[config.mk]
export PLATFORM = sky130hd
export DESIGN_NAME = button_counter
export DESIGN_NICKNAME = d
export VERILOG_FILES = /design/src/rtl/button_counter.sv
export SDC_FILE = /design/constraint.sdc
export NUM_CORES = 1
export LEC_CHECK = 0
export ABC_AREA = 1
export CORE_ASPECT_RATIO = 0.5
export CORE_MARGIN = 5
export CORE_UTILIZATION = 63
export CTS_CLUSTER_DIAMETER = 80
export DETAILED_ROUTE_END_ITERATION = 7
export HOLD_SLACK_MARGIN = 0.05
export PLACE_DENSITY = 0.87
export SETUP_SLACK_MARGIN = 0.3
export SLEW_MARGIN = 10
export SYNTH_ARGS = -nofsm -noshare
export SYNTH_HDL_FRONTEND = slang
export SYNTH_SLANG_ARGS = --single-unit
[constraint.sdc]
create_clock -name clk -period 2.4 [get_ports clk]
set_input_delay 0.36 -clock clk [delete_from_list [all_inputs] [get_ports clk]]
set_output_delay 0.36 -clock clk [all_outputs]
set_load 0.05 [all_outputs]
[src/rtl/button_counter.sv]
// Push-button up/down counter for the LED bank.
// Each button is synchronised, debounced and turned into press and
// auto-repeat events. The 8-bit count is shown directly on leds.

// One button: two-flop synchroniser, debounce filter and a
// press / hold / repeat FSM that emits a registered one-cycle event.
module button_channel #(
    parameter int unsigned DEBOUNCE_CYCLES = 250_000,
    parameter int unsigned HOLD_CYCLES     = 12_500_000,
    parameter int unsigned REPEAT_CYCLES   = 2_500_000
) (
    input  logic clk,
    input  logic rst_n,
    input  logic btn,
    output logic event_o
);

    typedef enum logic [1:0] {
        S_IDLE   = 2'd0,
        S_HELD   = 2'd1,
        S_REPEAT = 2'd2
    } state_t;

    localparam int unsigned        CNT_W       = $clog2(DEBOUNCE_CYCLES);
    localparam logic [CNT_W-1:0]   CNT_LAST    = CNT_W'(DEBOUNCE_CYCLES - 1);
    localparam logic [31:0]        HOLD_LOAD   = 32'(HOLD_CYCLES - 1);
    localparam logic [31:0]        REPEAT_LOAD = 32'(REPEAT_CYCLES - 1);

    // sync_q[0] is the first stage, sync_q[1] the synchronised level.
    logic [1:0]       sync_q,  sync_d;
    logic             deb_q,   deb_d;
    logic [CNT_W-1:0] cnt_q,   cnt_d;
    state_t           state_q, state_d;
    logic [31:0]      timer_q, timer_d;
    logic             event_q, event_d;

    // State register: every flop of the channel, synchronous active-low reset.
    always_ff @(posedge clk) begin
        // NOTE: sequential state uses non-blocking assignments so every flop
        // samples the pre-edge values, independent of statement order.
        if (!rst_n) begin
            sync_q  <= '0;
            deb_q   <= 1'b0;
            cnt_q   <= '0;
            state_q <= S_IDLE;
            timer_q <= '0;
            event_q <= 1'b0;
        end else begin
            sync_q  <= sync_d;
            deb_q   <= deb_d;
            cnt_q   <= cnt_d;
            state_q <= state_d;
            timer_q <= timer_d;
            event_q <= event_d;
        end
    end

    // Synchroniser shift and debounce: accept a new level only after it has
    // differed from the debounced level for DEBOUNCE_CYCLES consecutive cycles.
    always_comb begin
        // NOTE: every output gets a default first so no path leaves it
        // unassigned, which would otherwise infer a latch.
        sync_d = {sync_q[0], btn};
        deb_d  = deb_q;
        cnt_d  = '0;
        if (sync_q[1] != deb_q) begin
            if (cnt_q == CNT_LAST) begin
                deb_d = sync_q[1];
            end else begin
                cnt_d = cnt_q + 1'b1;
            end
        end
    end

    // Next state: press arms the hold timer, expiry switches to repeat
    // reloads, a debounced release always returns to IDLE silently.
    always_comb begin
        state_d = state_q;
        timer_d = timer_q;
        case (state_q)
            S_IDLE: begin
                if (deb_q) begin
                    state_d = S_HELD;
                    timer_d = HOLD_LOAD;
                end
            end
            S_HELD, S_REPEAT: begin
                if (!deb_q) begin
                    state_d = S_IDLE;
                end else if (timer_q == '0) begin
                    state_d = S_REPEAT;
                    timer_d = REPEAT_LOAD;
                end else begin
                    timer_d = timer_q - 32'd1;
                end
            end
            default: begin
                state_d = S_IDLE;
            end
        endcase
    end

    // Output: an event on the press itself and on each timer expiry while held.
    always_comb begin
        event_d = 1'b0;
        if (deb_q) begin
            case (state_q)
                S_IDLE:           event_d = 1'b1;
                S_HELD, S_REPEAT: event_d = (timer_q == '0);
                default:          event_d = 1'b0;
            endcase
        end
    end

    assign event_o = event_q;

endmodule

module button_counter #(
    parameter int unsigned DEBOUNCE_CYCLES = 250_000,
    parameter int unsigned HOLD_CYCLES     = 12_500_000,
    parameter int unsigned REPEAT_CYCLES   = 2_500_000
) (
    input  logic       clk,
    input  logic       rst_n,
    input  logic       btn_up,
    input  logic       btn_down,
    output logic [7:0] leds,
    output logic       up_pulse,
    output logic       down_pulse
);

    logic       up_event;
    logic       down_event;
    logic [7:0] count_q, count_d;

    button_channel #(
        .DEBOUNCE_CYCLES (DEBOUNCE_CYCLES),
        .HOLD_CYCLES     (HOLD_CYCLES),
        .REPEAT_CYCLES   (REPEAT_CYCLES)
    ) u_up (
        .clk     (clk),
        .rst_n   (rst_n),
        .btn     (btn_up),
        .event_o (up_event)
    );

    button_channel #(
        .DEBOUNCE_CYCLES (DEBOUNCE_CYCLES),
        .HOLD_CYCLES     (HOLD_CYCLES),
        .REPEAT_CYCLES   (REPEAT_CYCLES)
    ) u_down (
        .clk     (clk),
        .rst_n   (rst_n),
        .btn     (btn_down),
        .event_o (down_event)
    );

    // Count register; it advances at the edge that ends the event pulse.
    always_ff @(posedge clk) begin
        if (!rst_n) begin
            count_q <= '0;
        end else begin
            count_q <= count_d;
        end
    end

    // Modulo-256 step; simultaneous up and down events cancel out.
    always_comb begin
        count_d = count_q;
        case ({up_event, down_event})
            2'b10:   count_d = count_q + 8'd1;
            2'b01:   count_d = count_q - 8'd1;
            default: count_d = count_q;
        endcase
    end

    assign leds       = count_q;
    assign up_pulse   = up_event;
    assign down_pulse = down_event;

endmodule

==> flow_summary.yaml <==
run_status:
  status: "completed"
clock_network:
  cts_buffers: 17
  root_buffer: "clkbuf_16"
  clock-sinks: 120
  htree_levels: 4
  clk_latency_ns: 0.42
  cts_tree: "yes"
  clk_pin_slew_ns: 0.06
  cts_buffer_depth: 2
  ctsHoldBuffers: 0
worst_setup_path:
  crit_family: "buffers and inverters"
  cp_cell_sequence: "clkdlybuf4s50_1"
  cp.arrival_ns: 1.64
  setup.worst_path.class: "reg2out"
  r2r_cells: 11
  worstPathMaxFanout: 4
  cp_slowest_cell: "clkdlybuf4s50_1"
  crit_required_ns: 2.04
  start_kind: "register"
  slowest_delay_ns: 0.84
  r2r-start: "u_up.state_q[0]"
  worstPathBufferInverterCount: 1
  r2r_setup_slack_ns: 0.44
  r2r-end: "u_up.timer_q[6]"
  end_kind: "output pin"
final_layout:
  finalNonFillerCells: 1174
  nets: 1043
  stdcell_area_sq_um: 7790
  final_common_cell: "nand2_1"
  diodes: 0
  syn2layout_area_growth_pct: 14.8
  final_cell_mix: "211 x nand2_1, 162 x nor2_1, 118 x dfxtp_1, 109 x inv_1, 72 x nand3_1"
  layout-drive-gt1-share: 0.110
sta:
  hold_viol: 0
  finalClockSkew_ns: 0.00523
  worst_slew_pin_slew_ns: 0.523
  maxSlewViolCount: 0
  setup_slack_ns: 0.399
  setup_viol_count_final: 0
  fin_crit_ns: 2.00
  slew_headroom: 0.650
  setup-tns-final_ns: 0
  rsz0062_at_grt: "true"
  fin_crit_sh: 0.834
  fmax_ghz: 0.500
routing:
  ant_nets: 0
  vias: 6611
  drc_errors: 0
  post_drt_wl_per_cell_um: 13.9
  drt-initial-drc-count: 520
  drt-total-wl_mm: 16.3
  dr.pass1.iters: 8
  vias_per_cell: 5.63
global_route:
  grt_max_degree: 31
  grt.total_usage: 0.253
  grt_pass1_wl_mm: 27.6
  grt_pass1_vias: 6174
  overflow: 0
  antenna_found_initial: 0
yosys:
  netlist_top_cells_area: "dfxtp_1 35%, nand2_1 12%, nor2_1 9.0%"
  yosys_warnings: 0
  synth_edf_count: 0
  synthArstFlopShare: 0
  synth_top_area_share: 0.354
  synth_area_per_cell_sq_um: 6.83
  ys_types: 43
  yosys_most_used_dff: "dfxtp_1"
  ys_ff_latch: 120
  seq_area_frac_synth: 0.354
  yosysTopAreaCell: "dfxtp_1"
  synthesis.nets: 1015
  synthCells: 993
  syn_area_sq_um: 6780
power:
  power_frac_comb: 0.043
  p_switching_mw: 1.13
  internal_power_mw: 3.93
  pwr-share-clk: 0.557
  power.static_leakage_nw: 3.46
  vdd_ir_drop_max_mv: 0.467
  p_sw_frac: 0.223
  p_seq_frac: 0.400
  power.density_nw_per_um2: 649
placement:
  dpl_worst_slack_ns: 0.320
  port_buffers: 13
  place_hpwl_mm: 11.0
  dpl.cell_count: 1137
  gp_congestion: 0.942
  place_area_sq_um: 7050
worst_hold_path:
  holdCritPathClass: "reg2reg"
  whs_path_depth: 2
  hold_start: "u_up.sync_q[0]"
  worstHoldEndpoint: "u_up.sync_q[1]"
die:
  die_area_sq_um: 13100
  die_w_um: 157
  core_region_area_sq_um: 10300
  initial_core_util: 0.656
  io_pins: 14
  rows: 26
  fp.dieH_um: 83.4
job:
  maxCapViolCount: 0
[flip-flops by register name, summed over array words and instances, names as in the netlist]
register,count
u_down.deb_q,1
u_up.timer_q,32
u_down.sync_q,2
u_down.event_o,1
u_down.state_q,2
u_up.sync_q,2
u_up.cnt_q,18
u_up.state_q,2
u_up.event_o,1
leds,8
u_up.deb_q,1
u_down.timer_q,32
u_down.cnt_q,18
[Yosys cell counts, types with 4 or more instances]
| cell | instances |
|---|---|
| nand2_1 | 212 |
| nor2_1 | 163 |
| dfxtp_1 | 120 |
| inv_1 | 109 |
| nand3_1 | 72 |
| a21oi_1 | 61 |
| xor2_1 | 34 |
| o21ai_0 | 26 |
| nor2_2 | 24 |
| nand4_1 | 22 |
| ha_1 | 17 |
| nor3_1 | 17 |
| xnor2_1 | 15 |
| a31oi_1 | 8 |
| clkbuf_1 | 8 |
| nand2_2 | 7 |
| nor2_4 | 7 |
| or2_2 | 7 |
| nand3b_1 | 6 |
| inv_2 | 5 |
| nor3b_1 | 5 |
| buf_2 | 4 |
| nand2_4 | 4 |
| nor4_1 | 4 |
| o21bai_1 | 4 |
| or2_0 | 4 |
[per-stage QoR]
stage	total power, mW	hold slack [ns]	utilization
after floorplan	2.23	0.390	-
after global placement	2.26	0.414	0.681
after detailed placement	2.27	0.409	0.681
after CTS	5.06	0.426	0.745
after global routing	5.21	0.449	0.753
final	5.05	0.424	0.753
[worst max path at each step]
| stage | from | to | depth (start not counted) |
|---|---|---|---|
| floorplan | u_down.event_o | leds[5] | 8 |
| global placement | u_up.state_q[0] | u_up.timer_q[6] | 10 |
| detailed placement | u_up.state_q[0] | u_up.timer_q[6] | 10 |
| CTS | u_up.state_q[0] | u_up.timer_q[6] | 10 |
| global route | u_down.state_q[0] | u_down.timer_q[26] | 11 |
| finish | leds[1] | leds[1] | 1 |
[power groups by stage]
stage,Clock [mW],Combinational [mW],Sequential [mW]
floorplan,0,0.162,2.06
global placement,0,0.192,2.06
detailed placement,0,0.201,2.06
CTS,2.83,0.207,2.02
global route,2.95,0.243,2.02
finish,2.82,0.216,2.02
[layer usage]
layer	vias to the layer above	GRT usage	share of wire
met5	-	0	0
met1	3037	0.307	0.42
li1	3248	-	-
met4	0	0.103	0.025
met2	274	0.434	0.49
met3	52	0.0566	0.062
[logic make-up (layout without fill, tap and decap cells)]
kind of cell | after synthesis | in the layout | share of synthesized area
compound gates | 107 | 107 | 0.0852
xor+xnor | 49 | 49 | 0.0633
fa+ha+maj | 18 | 18 | 0.0343
buf+inv | 132 | 173 | 0.0778
flops | 120 | 120 | 0.354
simple gates | 567 | 567 | 0.385
[cell type report]
class,instances,area [sq um]
well taps,140,175
clock buffers,17,425
repair buffers,25,224
clock inverters,15,228
multi-input cells,741,3890
fillers,759,2560
inverters,116,440
flip-flops and latches,120,2400
[what timing repair did]
item / in CTS / in global routing
buffers inserted: 0 / 5
endpoints found under the setup margin: 1 / 38
resized for setup: 1 / 11
pin swaps: 0 / 1
endpoints found under the hold margin: 0 / 0
Power figures use the tool's default switching activity.
